===== src/rtl/imem_loader.sv =====
// Instruction-memory loader: assembles a big-endian byte stream into 32-bit words and writes
// them to the instruction memory while stalling the CPU; passes the CPU PC through when idle.
module imem_loader #(
  parameter int unsigned ADDR_W  = 10,
  parameter int unsigned TIMEOUT = 1000000
) (
  input  logic              clk,
  input  logic              reset,
  input  logic              start,
  input  logic [ADDR_W:0]   len_words,
  input  logic              byte_valid,
  input  logic [7:0]        byte_data,
  output logic              byte_ready,
  input  logic [31:0]       cpu_pc,
  output logic [ADDR_W-1:0] mem_addr,
  output logic [31:0]       mem_wdata,
  output logic              mem_we,
  output logic              cpu_stall,
  output logic              busy,
  output logic              done,
  output logic              err
);

  localparam int unsigned TmoW = $clog2(TIMEOUT + 1);
  localparam logic [TmoW-1:0] TmoLast = TmoW'(TIMEOUT - 1);
  localparam logic [ADDR_W:0] MaxLen = {1'b1, {ADDR_W{1'b0}}};

  typedef enum logic [1:0] {StIdle, StRecv, StWrite, StFinish} state_e;

  state_e          state_q;
  logic [ADDR_W:0] len_q;
  logic [ADDR_W:0] word_ptr_q;
  logic [1:0]      byte_idx_q;
  logic [TmoW-1:0] tmo_q;
  logic [31:0]     wdata_q;
  logic            err_q;

  always_ff @(posedge clk) begin
    if (reset) begin
      state_q    <= StIdle;
      len_q      <= '0;
      word_ptr_q <= '0;
      byte_idx_q <= '0;
      tmo_q      <= '0;
      wdata_q    <= '0;
      err_q      <= 1'b0;
    end else begin
      unique case (state_q)
        StIdle: begin
          if (start) begin
            word_ptr_q <= '0;
            byte_idx_q <= '0;
            tmo_q      <= '0;
            if (len_words > MaxLen) begin
              len_q   <= MaxLen;
              err_q   <= 1'b1;
              state_q <= StRecv;
            end else begin
              len_q   <= len_words;
              err_q   <= 1'b0;
              state_q <= (len_words == '0) ? StFinish : StRecv;
            end
          end
        end
        StRecv: begin
          if (byte_valid) begin
            tmo_q <= '0;
            unique case (byte_idx_q)
              2'd0: wdata_q[31:24] <= byte_data;
              2'd1: wdata_q[23:16] <= byte_data;
              2'd2: wdata_q[15:8]  <= byte_data;
              2'd3: wdata_q[7:0]   <= byte_data;
              default: ;
            endcase
            byte_idx_q <= byte_idx_q + 2'd1;
            if (byte_idx_q == 2'd3) state_q <= StWrite;
          end else if (tmo_q == TmoLast) begin
            // Stalled stream: drop the partial word and flag the abort.
            err_q   <= 1'b1;
            state_q <= StFinish;
          end else begin
            tmo_q <= tmo_q + 1'b1;
          end
        end
        StWrite: begin
          word_ptr_q <= word_ptr_q + 1'b1;
          state_q    <= (word_ptr_q + 1'b1 == len_q) ? StFinish : StRecv;
        end
        StFinish: state_q <= StIdle;
        default:  state_q <= StIdle;
      endcase
    end
  end

  // Outputs are state decodes; reset masks them so a write in flight is suppressed at once.
  always_comb begin
    busy       = (state_q != StIdle) && !reset;
    cpu_stall  = busy;
    byte_ready = (state_q == StRecv) && !reset;
    mem_we     = (state_q == StWrite) && !reset;
    done       = (state_q == StFinish) && !reset;
    err        = err_q && !reset;
    mem_wdata  = wdata_q;
    mem_addr   = ((state_q == StIdle) || reset) ? cpu_pc[ADDR_W+1:2]
                                                 : word_ptr_q[ADDR_W-1:0];
  end

  logic unused_pc;
  assign unused_pc = ^{cpu_pc[31:ADDR_W+2], cpu_pc[1:0]};

endmodule


===== config.mk =====
export PLATFORM = sky130hd
export DESIGN_NAME = imem_loader
export DESIGN_NICKNAME = d
export VERILOG_FILES = /design/src/rtl/imem_loader.sv
export SDC_FILE = /design/constraint.sdc
export NUM_CORES = 1
export LEC_CHECK = 0
export CORE_ASPECT_RATIO = 0.7
export CORE_UTILIZATION = 32
export CTS_BUF_LIST = sky130_fd_sc_hd__clkbuf_8
export CTS_CLUSTER_DIAMETER = 100
export DETAILED_ROUTE_END_ITERATION = 16
export GPL_TIMING_DRIVEN = 0
export PLACE_DENSITY = 0.62
export SLEW_MARGIN = 20
export SYNTH_ARGS = -nofsm -noshare
export SYNTH_HDL_FRONTEND = slang
export SYNTH_SLANG_ARGS = --single-unit
export TNS_END_PERCENT = 5

===== constraint.sdc =====
create_clock -name clk -period 2.33 [get_ports clk]
set_input_delay 0.3495 -clock clk [delete_from_list [all_inputs] [get_ports clk]]
set_output_delay 0.3495 -clock clk [all_outputs]
set_load 0.1 [all_outputs]

==> impl.org <==
** Synth
- Sorting the synthesized cells by area gives the leading types as dfxtp_1, nand2_1, a21oi_1.
- Proportion of register bits with asynchronous set or reset after synthesis :: 0%
- Flops & latches, synth :: 79
- Dividing the synthesized area by the synthesized cell count gives 7.748 um^2.
- The Yosys step of the flow raised 0 warnings.
- Sequential cell area fraction in the yosys report :: 40.99%
- The number of nets in the synthesized netlist is 559.
- The synthesized design devotes to its leading area cell type 40.99% of total area.
- Most common flop cell mapped by yosys :: dfxtp_1
- The synthesized netlist occupies a cell area of 3859 um^2.
- Synth cell types :: 48
- Yosys mapped a number of flops with a built-in enable equal to 0.
- Synth area leader :: dfxtp_1
- Number of standard cells after synthesis :: 498

** Flow run
- Number of maximum-capacitance violations :: 0

** Final layout
- Area growth from synthesis to layout :: 31.23%
- In the final design database the tool counted 649 nets.
- Diodes inserted :: 0
- Fraction of layout cells with a size suffix above 1 :: 10.14%
- Most common cell after layout, fill and taps aside :: nand2_1
- Top library cells by usage in the layout, fill and taps aside :: nand2_1, dfxtp_1, clkdlybuf4s50_1

** Critical path
- On the critical path the largest part of the delay comes from buffers and inverters.
- Endpoint kind of the worst setup timing path :: output pin
- Data on the critical path arrives at its endpoint at 1.86 ns.
- R2R depth :: 8
- Type of element launching the critical path :: flip-flop
- Counting both buffers and inverters, the worst setup path holds a total of 1.
- The largest single stage delay on the critical path is 1.14 ns.
- Required time reported for the critical path endpoint :: 1.98 ns
- Traced cell by cell, the critical path runs through clkdlybuf4s50_1.
- Critical path class :: reg -> out
- The worst register-to-register path begins at word_ptr_q[0].
- Register-to-Register Setup Slack :: 0.17 ns
- Crit-path max FO :: 2
- Crit Reg-Reg Endpoint :: state_q[1]
- The slowest stage of the critical path is the clkdlybuf4s50_1 cell.

** Min path
- The min-delay analysis places its worst path in the category in -> reg.
- Hold Crit Depth :: 3
- For hold timing, the worst endpoint is len_q[10].
- Worst min-delay path startpoint :: len_words[10]

** Floorplan
- The total area inside the core boundary comes to 11730 um^2.
- Starting density of the core :: 32.91%
- During I/O placement, the number of pins put on the boundary was 103.
- Die height :: 93.88 um
- The die is 133.3 um wide.
- Total die area :: 12510 um^2
- Number of rows in the core area :: 33

** Power
- Cell-internal power :: 2.223 mW
- VDD sags by at most 273.2 uV.
- Sequential power share :: 42.8%
- The share of total power dissipated in combinational logic is 23.4%.
- In this run the power density over the cells is 654.6 nW/um^2.
- Net Sw Frac :: 32.94%
- The completed layout was analyzed and its total power is 3.314 mW.
- Total leakage power :: 1.899 nW
- The analysis attributes to net switching a power of 1.092 mW.
- Of the total power, the clock network draws 33.8%.

** Detailed routing
- The routed design has 10.99 mm of wire.
- In the final routed layout, each cell accounts on average for 14.67 um.
- Final ANT Viol Nets :: 0
- For this run, design rule violations remaining after detail routing come to 0.
- Before antenna repair, the detailed router went through 4 iterations.
- Vias per cell :: 4.955
- In this run, the number of DRC markers left after iteration 0 of detailed routing was 246.
- The routed layout has 3711 vias.

** Timing
- The worst path in the final design needs a cycle of 2.211 ns, including I/O delays and setup.
- Setup violations remaining at the end of the flow were counted as 0.
- Share of the clock period used by the worst path after layout :: 94.91%
- The total count of max-transition violations in the final report is 0.
- Worst slew margin relative to its limit :: 33.95%
- Worst Setup Slack, final :: 0.1185 ns
- Final Hold Viols :: 0
- Based on the critical path, the design can be clocked at up to 452.2 MHz.
- Setup repair after global routing left no endpoint under its margin.
- Setup clock skew after layout :: 0.006997 ns
- Across all hold checks on the routed design, the worst slack comes to 0.3956 ns.
- At the pin with the least slew margin, the transition time is 0.9876 ns.

** Global route
- Global Route Usage Sum :: 18.09%
- For met2 alone, demand over resource in global routing was 29.51%.
- Most utilized layer in the global route result :: met2
- The number of global-route vias before repair is 3620.
- The first global-routing pass estimated 17.80 mm of wire.
- Entering global routing, the biggest net connects 13 pins.
- Global routing met1 resource utilization :: 24.44%
- The number of antenna violations at the first check in global routing was 0.
- Global routing finished with a remaining overflow of 0.
- Met3 routing resource usage after global routing :: 4.153%

** Placement
- Weighted congestion reported at the end of routability-driven placement :: 0.8347
- Timing analysis after detailed placement gives a worst setup slack of -0.9811 ns.
- Port buffering added 79 buffers.
- Detailed Place HPWL :: 8.214 mm

** Clock network
- In this run the deepest clock path goes through 2 buffers.
- Number of buffers inserted during clock tree synthesis :: 9
- In this run the post-CTS setup repair buffer count came out at 0.
- The clock tree synthesis step divided the H-tree into 3 levels.
- Clock root buffer :: clkbuf_8
- Sink Count :: 79
- TritonCTS built the clock tree.
- Clock latency on the worst-skew pair, taken at its later pin, is 0.35 ns.
- Clock Pin Slew Worst Setup and Hold Paths :: 0.08 ns
- # hold bufs at CTS :: 0

** Run status
- Status :: finished, final reports clean
-- metrics by stage --
stage	util, %	cells	instance area [um^2]	TNS (ns)
final	43.18	749	5064	0
after global routing	43.18	749	5064	0
after CTS	42.84	749	5024	-0.05693
after detailed placement	41.34	734	4847	-14.79
after global placement	41.34	734	4847	-14.58
after floorplan	-	498	3860	-0.1188
-- state kept, by name, summed over array words and instances, names as in the netlist --
| signal | flops |
|---|---|
| mem_wdata | 32 |
| tmo_q | 20 |
| len_q | 11 |
| word_ptr_q | 11 |
| byte_idx_q | 2 |
| state_q | 2 |
| err_q | 1 |
-- layout make-up --
cell class / instances / area (um^2)
well taps: 157 / 196.4
plain buffers: 32 / 158.9
flip-flops and latches: 79 / 1584
clock buffers: 10 / 137.6
clock inverters: 5 / 75.07
repair buffers: 79 / 758.2
fillers: 1197 / 6663
inverters: 7 / 26.28
multi-input cells: 380 / 2127
-- metal layers --
| layer | vias up | part of all wire (%) |
|---|---|---|
| met1 | 1752 | 48 |
| li1 | 1876 | - |
| met5 | - | 0 |
| met4 | 0 | 0.68 |
| met3 | 9 | 6.3 |
| met2 | 74 | 45 |
-- how the worst max path moves through the flow --
stage	from	end	slack (ns)	depth (start not counted)
after detailed placement	reset	done	-0.98	5
after global placement	reset	done	-0.99	5
after floorplan	state_q[0]	mem_we	-0.04	3
after global routing	reset	mem_addr[3]	0.001	7
after CTS	reset	mem_we	-0.06	5
final	mem_wdata[14]	mem_wdata[14]	0.12	1
-- what timing repair did --
action                     CTS  global route
pin swaps                    0             0
gates resized for setup     91            15
setup endpoints to repair   17            15
-- power groups by stage --
stage | clock network (mW) | logic (mW) | registers [mW]
3_5_place_dp | 0 | 0.776 | 1.45
2_1_floorplan | 0 | 0.481 | 1.51
3_3_place_gp | 0 | 0.768 | 1.45
6_report | 1.12 | 0.776 | 1.42
4_1_cts | 1.14 | 0.766 | 1.42
5_1_grt | 1.21 | 0.828 | 1.42
-- cells by family after synthesis --
kind of cell	Yosys count	share of synthesized area [%]
AOI/OAI and AO/OA	93	14.43
muxes	1	0.2594
and+or+nand+nor	253	31.61
DFF	79	40.99
buffers and inverters	39	4.637
adders and majority gates	6	1.945
xor gates and xnor gates	27	6.128
-- Yosys cell counts, drive strengths merged, types with 2 or more instances --
cell and number:
nand2 114, dfxtp 79, a21oi 58, nor2 46
clkbuf 21, xor2 21, nand3 19, and3 12
buf 11, o21ai 11, nand4 10, nor2b 9
nor3b 8, inv 7, a22oi 6, ha 6
nor3 6, xnor2 6, and2 5, nand2b 5
a311oi 4, and4 4, nor4 4, a31oi 3
or3 3, and3b 2, and4b 2, o211ai 2
o21bai 2
No activity file was read; power rests on OpenSTA's default activity.
